[config.mk]
export PLATFORM = sky130hd
export DESIGN_NAME = seg_scan_ctrl
export DESIGN_NICKNAME = d
export VERILOG_FILES = /design/src/rtl/seg_pkg.sv /design/src/rtl/hex7seg.sv /design/src/rtl/seg_scan_ctrl.sv
export SDC_FILE = /design/constraint.sdc
export NUM_CORES = 1
export LEC_CHECK = 0
export CAP_MARGIN = 30
export CORE_ASPECT_RATIO = 0.5
export CORE_UTILIZATION = 40
export DETAILED_ROUTE_END_ITERATION = 8
export GPL_ROUTABILITY_DRIVEN = 0
export PLACE_DENSITY = 0.62
export SETUP_SLACK_MARGIN = 0.1
export SLEW_MARGIN = 40
export SYNTH_ARGS = -nofsm -noshare
export SYNTH_HDL_FRONTEND = slang
export SYNTH_SLANG_ARGS = --single-unit
export TNS_END_PERCENT = 100
[constraint.sdc]
create_clock -name clk -period 2.32 [get_ports clk]
set_input_delay 0.464 -clock clk [delete_from_list [all_inputs] [get_ports clk]]
set_output_delay 0.464 -clock clk [all_outputs]
set_load 0.02 [all_outputs]
[src/rtl/seg_pkg.sv]
// Shared types and constants for the multiplexed seven-segment scanner.
package seg_pkg;

  typedef enum logic [1:0] {
    StIdle,
    StBlank,
    StShow
  } state_t;

  localparam logic [6:0]  SEG_BLANK      = 7'h7F;
  localparam int unsigned DIGITS_DEFAULT = 8;

endpackage

[src/rtl/hex7seg.sv]
// Hex nibble to active-low seven-segment pattern, bit 6 = segment a, bit 0 = segment g.
module hex7seg
  import seg_pkg::*;
(
  input  logic [3:0] nib,
  output logic [6:0] seg
);

  always_comb begin
    seg = SEG_BLANK;
    unique case (nib)
      4'h0: seg = 7'h01;
      4'h1: seg = 7'h4F;
      4'h2: seg = 7'h12;
      4'h3: seg = 7'h06;
      4'h4: seg = 7'h4C;
      4'h5: seg = 7'h24;
      4'h6: seg = 7'h20;
      4'h7: seg = 7'h0F;
      4'h8: seg = 7'h00;
      4'h9: seg = 7'h04;
      4'hA: seg = 7'h08;
      4'hB: seg = 7'h60;
      4'hC: seg = 7'h31;
      4'hD: seg = 7'h42;
      4'hE: seg = 7'h30;
      4'hF: seg = 7'h38;
      default: seg = SEG_BLANK;
    endcase
  end

endmodule

[src/rtl/seg_scan_ctrl.sv]
// Multiplexed seven-segment scan controller with double-buffered frame data and
// blanking gaps between digits to suppress ghosting.
module seg_scan_ctrl
  import seg_pkg::*;
#(
  parameter int unsigned DIGITS    = DIGITS_DEFAULT,
  parameter int unsigned SHOW_CYC  = 50000,
  parameter int unsigned BLANK_CYC = 16
) (
  input  logic                clk,
  input  logic                rst,
  input  logic                en,
  input  logic                load_valid,
  output logic                load_ready,
  input  logic [4*DIGITS-1:0] load_data,
  input  logic [DIGITS-1:0]   load_mask,
  output logic [DIGITS-1:0]   an_out,
  output logic [6:0]          seg_out,
  output logic                frame_done
);

  localparam int unsigned IDX_W   = $clog2(DIGITS);
  localparam int unsigned MAX_CYC = (SHOW_CYC > BLANK_CYC) ? SHOW_CYC : BLANK_CYC;
  localparam int unsigned CNT_W   = (MAX_CYC > 1) ? $clog2(MAX_CYC) : 1;

  state_t              state;
  logic [IDX_W-1:0]    idx;
  logic [CNT_W-1:0]    cnt;

  logic [4*DIGITS-1:0] act_data, pend_data;
  logic [DIGITS-1:0]   act_mask, pend_mask;
  logic                act_valid, pend_valid;

  logic [3:0]          cur_nib;
  logic [6:0]          dec_seg;
  logic                last_idx, blank_end, show_end, xfer, load_fire;

  always_comb begin
    cur_nib = act_data[{idx, 2'b00} +: 4];
  end

  hex7seg u_dec (
    .nib (cur_nib),
    .seg (dec_seg)
  );

  assign last_idx   = (idx == IDX_W'(DIGITS - 1));
  assign blank_end  = (cnt == CNT_W'(BLANK_CYC - 1));
  assign show_end   = (cnt == CNT_W'(SHOW_CYC - 1));
  assign frame_done = (state == StShow) && last_idx && show_end;
  assign load_ready = ~pend_valid;
  // Transfer only needs pend_valid, so it can never coincide with an accepted load.
  assign xfer       = pend_valid && ((state == StIdle) || frame_done);
  assign load_fire  = load_valid && load_ready;

  always_ff @(posedge clk) begin
    if (rst) begin
      state      <= StIdle;
      idx        <= '0;
      cnt        <= '0;
      act_data   <= '0;
      act_mask   <= '0;
      act_valid  <= 1'b0;
      pend_data  <= '0;
      pend_mask  <= '0;
      pend_valid <= 1'b0;
      an_out     <= '1;
      seg_out    <= SEG_BLANK;
    end else begin
      if (xfer) begin
        act_data   <= pend_data;
        act_mask   <= pend_mask;
        act_valid  <= 1'b1;
        pend_valid <= 1'b0;
      end else if (load_fire) begin
        pend_data  <= load_data;
        pend_mask  <= load_mask;
        pend_valid <= 1'b1;
      end

      // Outputs reflect the state held during this cycle, so they trail it by one edge.
      an_out  <= '1;
      seg_out <= SEG_BLANK;
      if (state == StShow) begin
        an_out[idx] <= ~act_mask[idx];
        if (act_mask[idx]) begin
          seg_out <= dec_seg;
        end
      end

      if (!en) begin
        state <= StIdle;
        idx   <= '0;
        cnt   <= '0;
      end else begin
        case (state)
          StIdle: begin
            if (act_valid || xfer) begin
              state <= StBlank;
              idx   <= '0;
              cnt   <= '0;
            end
          end
          StBlank: begin
            if (blank_end) begin
              state <= StShow;
              cnt   <= '0;
            end else begin
              cnt <= cnt + CNT_W'(1);
            end
          end
          StShow: begin
            if (show_end) begin
              state <= StBlank;
              cnt   <= '0;
              idx   <= last_idx ? '0 : idx + IDX_W'(1);
            end else begin
              cnt <= cnt + CNT_W'(1);
            end
          end
          default: begin
            state <= StIdle;
            idx   <= '0;
            cnt   <= '0;
          end
        endcase
      end
    end
  end

endmodule

After elaboration in Yosys (flattened, before gate mapping). Memory sizes are Yosys's and may differ from the RTL's. A register that Yosys moved wholly into a read port is not among the register bits. Cells that the tools add are included. Widths: inputs -> output; s select.

Memories: 1. Register bits after elaboration: 111. Output and inout port bits: 17. Memory bits (read-only): 112.

Eq/ne operators: 8. $lt $le $gt $ge: 2. Muxes and demuxes: 16. Shifts and indexed selects: 1. Reductions and logical operators: 15. Add/subtract/negate cells: 2. Bitwise operators: 8.

Memories: (no name shown) (words 16, width 7, read ports 1, clocked after Yosys merged registers in 1, write ports 0, RTL line hex7seg.sv:11) `unique case (nib)`.

Operators by type and width (number): $mux 16 (3); $pmux 16 s3 (1); $shiftx 32x6->4 (1); $add 16x1->16 const B (1); $eq 16x16->1 const B (1); $eq 16x4->1 const B (1); $mux 3 (3); $pmux 3 s3 (1); $not 8->8 (1); $or 8x8->8 (1); $mux 2 (3); $not 1->1 (6); $pmux 2 s3 (1); $reduce_and 3->1 (2); $reduce_or 2->1 (3); $logic_and 1x1->1 (5); $lt 3x4->1 const B (1); $ne 2x2->1 const B (2); $add 3x1->3 const B (1); $bmux 1 s3 (1); $demux 1 s3 (1); $eq 3x3->1 const B (1); $ge 3x1->1 const B (1); $reduce_or 3->1 (1); other kinds (7) (9).

Longest topological paths before layout. Gate-level depths: netlist (run 1).

Depth in word-level cells: 8. Depth in mapped cells: 11.

Hierarchy. From an unflattened synthesis (run 1), not the netlist that was laid out.

Cell total of the unflattened synthesis: 612. Area, all modules: 5431.5 sq um.

By module, submodules not included: seg_scan_ctrl (area each 5162.5 sq um, sequential area each 2362.3 sq um, times used 1, cells each 579); hex7seg (area each 269.0 sq um, sequential area each 0.0 sq um, times used 1, cells each 33).

Least setup slack after synthesis (run 1). Ideal clock, no wire load.

Path kind: register -> register. From: register idx[0]. To: register seg_out[3]. Path slack: 0.306 ns. Stages on the path, launching flop included: 12. Library setup time: 0.147 ns. Arrival time: 1.868 ns. Path buffers: 2. Data required time: 2.173 ns. Path through: dfxtp_1 buf_6 buf_6 mux2_2 a2bb2oi_1 o21a_1 inv_1 ha_1 inv_1 mux2i_1 nor3_1 a31oi_1.

Longest elaborated chain between the ends: 4.

Ends and longest elaborated chain: start, declared (RTL line seg_scan_ctrl.sv:27) `logic [IDX_W-1:0] idx;`; start signal, assigned (RTL line seg_scan_ctrl.sv:116) `idx <= last_idx ? '0 : idx + IDX_W'(1);`; $bmux 1 s3 (RTL line seg_scan_ctrl.sv:86) `if (act_mask[idx]) begin`; $mux 1 (not written as such) (RTL line seg_scan_ctrl.sv:86); $not 1->1 (no source line); $reduce_or 3->1 (no source line); end, declared (RTL line seg_scan_ctrl.sv:18) `output logic [6:0] seg_out,`.

Several ways; a longest one is shown, not always the timed one. The select of a mux whose other input is x is not followed. A chain may end at the register's enable or synchronous reset.

Worst setup path after layout (run 1).
From: register idx[0]. To: register seg_out[1].

The elaborated chain is that of the path after synthesis.

==> impl_summary.txt, run 1 <==
----------------------------------------------------
[Synthesis]
  Most instantiated flip-flop cell in the synthesis netlist ... dfxtp_1
  Largest cells by area after synthesis ... dfxtp_1 47%, nand2_1 14%, a21oi_1 8.8%
  Number of warnings reported in the yosys synthesis log ... 0
  Cell type with the largest total area after synthesis ... dfxtp_1
  Post-synth EDFFs ... 0
  Post-synth net total ... 663
  Fraction of post-synthesis cell area in the top cell type by area ... 47.2%
  Mean instance size in the synthesized netlist ... 8.26 um^2
  Mapped Area ... 5000 um^2
  Register area share after synthesis ... 47.2%
  Distinct cells, synth ... 57
  Gate Count Post-Synth ... 606
  Number of storage elements in the synthesis netlist ... 118
  Post-synth ARST share ... 0%

[Worst setup path]
  Crit-path cells ... buf_12, and2_1, a22o_1, a211oi_4, inv_1, ha_1, nand2_1, o21a_1, o221ai_1
  CP Max Fanout ... 19
  Nature of the critical path startpoint ... flop
  Element type at the critical path end ... flop
  Crit Path Class ... flop to flop
  CP arrival ... 2.37 ns
  Peak per-stage delay on the critical path ... 0.34 ns
  Data required time at the worst endpoint ... 2.60 ns
  Slowest cell on crit path ... dfxtp_1
  Dominant delay contributor by cell family on the critical path ... compound AO/OA/AOI/OAI gates
  Number of buffers and inverters on the critical path ... 2

[STA]
  Worst clock skew ... 0.0130 ns
  Maximum achievable frequency ... 478 MHz
  Number of failing hold endpoints at the final stage ... 0
  Total negative setup slack ... 0 ns
  RSZ-0062 raised after global routing ... true
  Count of final setup violators ... 0
  Relative slew margins ... 58.6%
  Share of the clock period used by the worst path after layout ... 90.2%
  Final critical delay including setup and external delays ... 2.09 ns
  Slew at the pin with the worst max-slew slack ... 0.621 ns
  Pins Over Slew Limit ... 0

[Place]
  Final HPWL from detailed placement ... 7450 um
  Total cell area at the placement stage ... 5790 um^2
  Count of port buffers added during placement ... 60

[Drt]
  Drt pass-1 iters ... 4
  DR WL/cell ... 13.4 um
  Vias ... 4200
  1st-iter DRT viols ... 242
  Remaining antenna violation count after routing ... 0
  Total DRC errors in the routed layout ... 0
  DR vias/cell ... 4.95
  Routed wire length ... 11400 um

[Final layout]
  Total inserted antenna cells ... 0
  Final Instance Area ... 6490 um^2
  Area growth from synthesis to layout ... 29.7%
  Net count of the finished layout ... 728
  Top library cells by usage in the layout, fill and taps aside ... 187 x nand2_1, 115 x dfxtp_1, 88 x a21oi_1
  Share of post-route cells with drive strength above 1 ... 12.6%
  Leading cell type in the layout, fill and taps excluded ... nand2_1

[Clock tree]
  Hold-fix buffers at CTS ... 0
  Clock root cell ... clkbuf_16
  Bufs on Longest Clock Path ... 2
  CTS tree ... yes
  CTS Sinks ... 118
  CTS H-Tree Depth ... 4
  Clock latency reported for the late side of the worst-skew pair ... 0.41 ns
  Clock edge transition at the registers on the reported setup and hold paths ... 0.06 ns
  Number of buffers created by CTS ... 17

[GRT]
  Wire length of the first global-routing pass ... 19000 um
  Via count of the first global-routing pass ... 3947
  Initial antenna violation count ... 0
  Total global routing overflow ... 0
  Largest net degree at the start of global routing ... 83
  Total GRT Usage ... 18.6%

[Job]
  MaxCap Viol Count ... 0

[Die]
  Core region area ... 12000 um^2
  Starting Density ... 41.6%
  Area enclosed by the die boundary ... 13000 um^2
  Die W ... 160 um
  Row count ... 28
  Die extent in y ... 81.1 um
  Number of top-level pins ... 61

[Outcome]
  Result of the run ... finished, final reports clean

[Pwr]
  Leakage power figure ... 2.32 nW
  Power per unit of standard cell area ... 825 nW/um^2
  Maximum ir drop on the vdd rail ... 0.480 mV

[Worst hold path]
  Type of the most critical hold path ... flop to flop

----------------------------------------------------
[synthesized netlist by cell type (5+ instances only)]
library cell and instances:
nand3_1 11, xor2_1 7, nand4_1 10, buf_6 5, mux2_2 6, ha_1 13
dfxtp_1 118, buf_4 6, nand2_1 187, nor2_1 31, buf_2 6, mux2i_1 9
clkbuf_1 20, inv_1 12, a21oi_1 88
[per-stage QoR]
stage	hold slack (ns)	std cells	power, mW	utilization [%]	setup WS (ns)
2_1_floorplan	0.431	606	2.47	-	0.306
5_1_grt	0.469	849	5.57	54.0	0.0556
4_1_cts	0.452	847	5.40	53.6	0.114
3_5_place_dp	0.444	815	2.64	48.2	0.136
6_report	0.449	849	5.36	54.0	0.228
3_3_place_gp	0.442	815	2.63	48.2	0.157
[final timing paths]
check / startpoint / slack [ns] / endpoint / cells past startpoint
setup / recovery: idx[0] / 0.23 / seg_out[1] / 9
hold / removal: pend_data[5] / 0.45 / act_data[5] / 2
setup reg to reg: idx[0] / 0.23 / seg_out[1] / 9
hold reg to reg: pend_data[5] / 0.45 / act_data[5] / 2
[flip-flops by register name, indices dropped and copies added (netlist names)]
| name | count |
|---|---|
| pend_data | 32 |
| act_data | 32 |
| act_valid | 1 |
| an_out | 8 |
| pend_mask | 8 |
| cnt | 16 |
| seg_out | 7 |
| pend_valid | 1 |
| state | 2 |
| idx | 3 |
| act_mask | 8 |
[logic make-up after synthesis]
group,Yosys count,synth area share (%)
AO/OA/AOI/OAI,130,15.8
XOR/XNOR,11,1.93
adder cells (fa/ha/maj),13,3.25
buffers and inverters,49,5.03
flip-flops,118,47.2
multiplexers,15,3.15
AND/OR/NAND/NOR,270,23.6
[cell type report]
type | instances | area [um^2]
timing repair buffer | 83 | 792
sequential | 118 | 2370
tap | 165 | 206
fill | 1151 | 5530
inverter | 12 | 45.0
clock buffer | 18 | 439
multi-input combinational | 439 | 2450
clock inverter | 14 | 189
[metal layers]
layer / up-vias / wire length [um] / track usage [%]
li1: 2180 / - / -
met1: 1952 / 6000 / 25.0
met2: 53 / 4960 / 29.7
met3: 15 / 282 / 3.83
met4: 0 / 131 / 7.24
met5: - / 0 / 0
[where the power goes]
group	internal, mW	switching [mW]	leakage, nW
Sequential	2.10	0.0387	0.961
Combinational	0.191	0.270	1.06
Clock	1.75	1.01	0.302
Total	4.04	1.32	2.32
[worst register-to-register path: cells and delay by family (launching register included)]
family / cells / cell delay [ns]
AOI/OAI and AO/OA: 4 / 0.80
DFF: 1 / 0.34
adders and majority gates: 1 / 0.24
and+or+nand+nor: 2 / 0.29
buffers and inverters: 2 / 0.31
[repair_timing]
item,in CTS,in global routing
endpoints found under the hold margin,0,0
pin swaps,1,7
setup endpoints to repair,1,13
resized for setup,7,11
buffers inserted,0,2
No activity file was read; power rests on OpenSTA's default activity.
==> run 2: changes to the inputs <==
- CTS_BUF_LIST: default -> sky130_fd_sc_hd__clkbuf_16
- TNS_END_PERCENT: 100 -> default
==> impl_summary.txt, run 2 (synthesized netlist as in run 1, its figures left out) <==
----------------------------------------------------
[Outcome]
  Result of the run ... finished, final reports clean

[Worst setup path]
  CP Max Fanout ... 19 (unchanged)
  CP arrival ... 2.38 ns (about the same)
  End point of the critical path ... seg_out[1]
  Crit-path cells ... buf_12, and2_1, a22o_1, a211oi_4, inv_1, ha_1, nand2_1, o21a_1, o221ai_1
  Endpoint of the worst register-to-register path ... seg_out[1]
  Slowest cell on crit path ... dfxtp_1
  Worst reg-to-reg path cell count ... 9 (unchanged)
  Peak per-stage delay on the critical path ... 0.34 ns (about the same)
  Crit Path Class ... flop to flop
  Nature of the critical path startpoint ... flop
  Reg-to-reg critical path startpoint ... idx[0]
  Reg-to-reg setup timing slack ... 0.23 ns (about the same)
  Data required time at the worst endpoint ... 2.60 ns (about the same)
  Launching instance or port of the critical path ... idx[0]
  Element type at the critical path end ... flop

[STA]
  Maximum achievable frequency ... 477 MHz (-0.15%)
  Final hold slack ... 0.450 ns (+0.000309 ns)
  Total negative setup slack ... 0 ns (unchanged)
  Slew at the pin with the worst max-slew slack ... 0.604 ns (-0.0170 ns)
  Count of final setup violators ... 0 (unchanged)
  Share of the clock period used by the worst path after layout ... 90.3% (+0.13 points)
  Relative slew margins ... 59.7% (+1.1 points)
  Number of failing hold endpoints at the final stage ... 0 (unchanged)
  Pins Over Slew Limit ... 0 (unchanged)
  Final critical delay including setup and external delays ... 2.09 ns (+0.00304 ns)
  Worst clock skew ... 0.0111 ns (-0.00190 ns)
  RSZ-0062 raised after global routing ... true

[Die]
  Area enclosed by the die boundary ... 13000 um^2 (unchanged)
  Die W ... 160 um (unchanged)
  Core region area ... 12000 um^2 (unchanged)
  Row count ... 28 (unchanged)
  Die extent in y ... 81.1 um (unchanged)
  Starting Density ... 41.6% (unchanged)
  Number of top-level pins ... 61 (unchanged)

[Clock tree]
  CTS H-Tree Depth ... 4 (unchanged)
  Hold-fix buffers at CTS ... 0 (unchanged)
  CTS Sinks ... 118 (unchanged)
  Clock root cell ... clkbuf_16
  Clock edge transition at the registers on the reported setup and hold paths ... 0.06 ns (about the same)
  Bufs on Longest Clock Path ... 2 (unchanged)
  Number of buffers created by CTS ... 17 (unchanged)
  Clock latency reported for the late side of the worst-skew pair ... 0.41 ns (about the same)
  CTS tree ... yes

[Final layout]
  Total inserted antenna cells ... 0 (unchanged)
  Leading cell type in the layout, fill and taps excluded ... nand2_1
  Net count of the finished layout ... 728 (unchanged)
  Share of post-route cells with drive strength above 1 ... 12.4% (-0.15 points)
  Top library cells by usage in the layout, fill and taps aside ... 187 x nand2_1, 115 x dfxtp_1, 88 x a21oi_1
  # fillers ... 1153 (+0.17%)
  Top Registers ... act_data x32, pend_data x32, cnt x16
  Area growth from synthesis to layout ... 29.5%
  Final core utilization ... 53.9% (-0.083 points)

[Drt]
  1st-iter DRT viols ... 238 (-1.7%)
  Remaining antenna violation count after routing ... 0 (unchanged)
  DR vias/cell ... 4.99 (+0.88%)
  Routed wire length ... 11400 um (+0.21%)
  Drt pass-1 iters ... 4 (unchanged)
  DR WL/cell ... 13.4 um (+0.21%)
  Total DRC errors in the routed layout ... 0 (unchanged)
  Vias ... 4237 (+0.88%)

[GRT]
  Largest net degree at the start of global routing ... 83 (unchanged)
  Initial antenna violation count ... 0 (unchanged)
  Total GRT Usage ... 18.7% (+0.071 points)
  Wire length of the first global-routing pass ... 19100 um (+0.29%)
  Total global routing overflow ... 0 (unchanged)
  Via count of the first global-routing pass ... 3954 (+0.18%)

[Job]
  MaxCap Viol Count ... 0 (unchanged)

[Pwr]
  Maximum ir drop on the vdd rail ... 0.481 mV (+0.28%)
  Power per unit of standard cell area ... 822 nW/um^2 (-0.44%)
  Leakage power figure ... 2.31 nW (-0.24%)

[Worst hold path]
  Type of the most critical hold path ... flop to flop

[Place]
  Count of port buffers added during placement ... 60 (unchanged)
  Final HPWL from detailed placement ... 7450 um (unchanged)

----------------------------------------------------
run 2: changes by cell type in the layout (fill, tap and decap cells not counted), sizes merged:
cell / before / now
clkbuf: 18 / 17
clkinv: 3 / 4
run 2: critical path: cells and delay by family, from the launching register on:
family / cells / cell delay, ns
flip-flops: 1 / 0.34
AND/OR/NAND/NOR: 2 / 0.29
AO/OA/AOI/OAI: 4 / 0.80
buffers and inverters: 2 / 0.31
adder cells (fa/ha/maj): 1 / 0.24
run 2: power breakdown:
part | switching [mW] | internal [mW]
Clock | 1.01 | 1.72
Sequential | 0.0386 | 2.10
Combinational | 0.270 | 0.191
run 2: layer usage:
layer	GRT usage [%]	part of all wire, %	vias up	wire length (um)
met4	7.24	1.2	0	141
met2	30.0	44	59	5060
met5	0	0	-	0
li1	-	-	2184	-
met3	3.83	2.9	16	330
met1	25.0	51	1978	5860
run 2: final cells by class:
class,count,area (um^2),share of cell area [%]
Multi-Input combinational cell,439,2450,37.9
Sequential cell,118,2370,36.5
Timing Repair Buffer,83,792,12.2
Clock buffer,17,425,6.56
Tap cell,165,206,3.19
Clock inverter,15,193,2.97
Inverter,12,45.0,0.695
run 2: worst min-delay path by stage:
| stage | from | end | slack [ns] | cells after the start |
|---|---|---|---|---|
| floorplan | act_data[10] | act_data[10] | 0.43 | 2 |
| global placement | pend_data[30] | act_data[30] | 0.44 | 2 |
| detailed placement | pend_data[22] | act_data[22] | 0.44 | 2 |
| CTS | pend_data[22] | act_data[22] | 0.45 | 2 |
| global route | pend_data[13] | act_data[13] | 0.47 | 2 |
| finish | pend_data[5] | act_data[5] | 0.45 | 2 |
run 2: what timing repair did:
| item | in CTS | in global routing |
|---|---|---|
| gates cloned | 0 | 0 |
| hold endpoints to repair | 0 | 0 |
| setup buffers | 0 | 2 |
| gates resized for setup | 7 | 11 |
| pin swaps | 1 | 7 |
| setup endpoints to repair | 1 | 13 |
run 2: through the flow:
step / worst slack, ns / area, um^2 / instances / total power, mW
after floorplan: 0.306 / 5000 / 606 / 2.47
after CTS: 0.114 / 6430 / 847 / 5.37
final: 0.225 / 6480 / 849 / 5.32
after global placement: 0.157 / 5790 / 815 / 2.63
after detailed placement: 0.136 / 5790 / 815 / 2.64
after global routing: 0.0556 / 6480 / 849 / 5.54
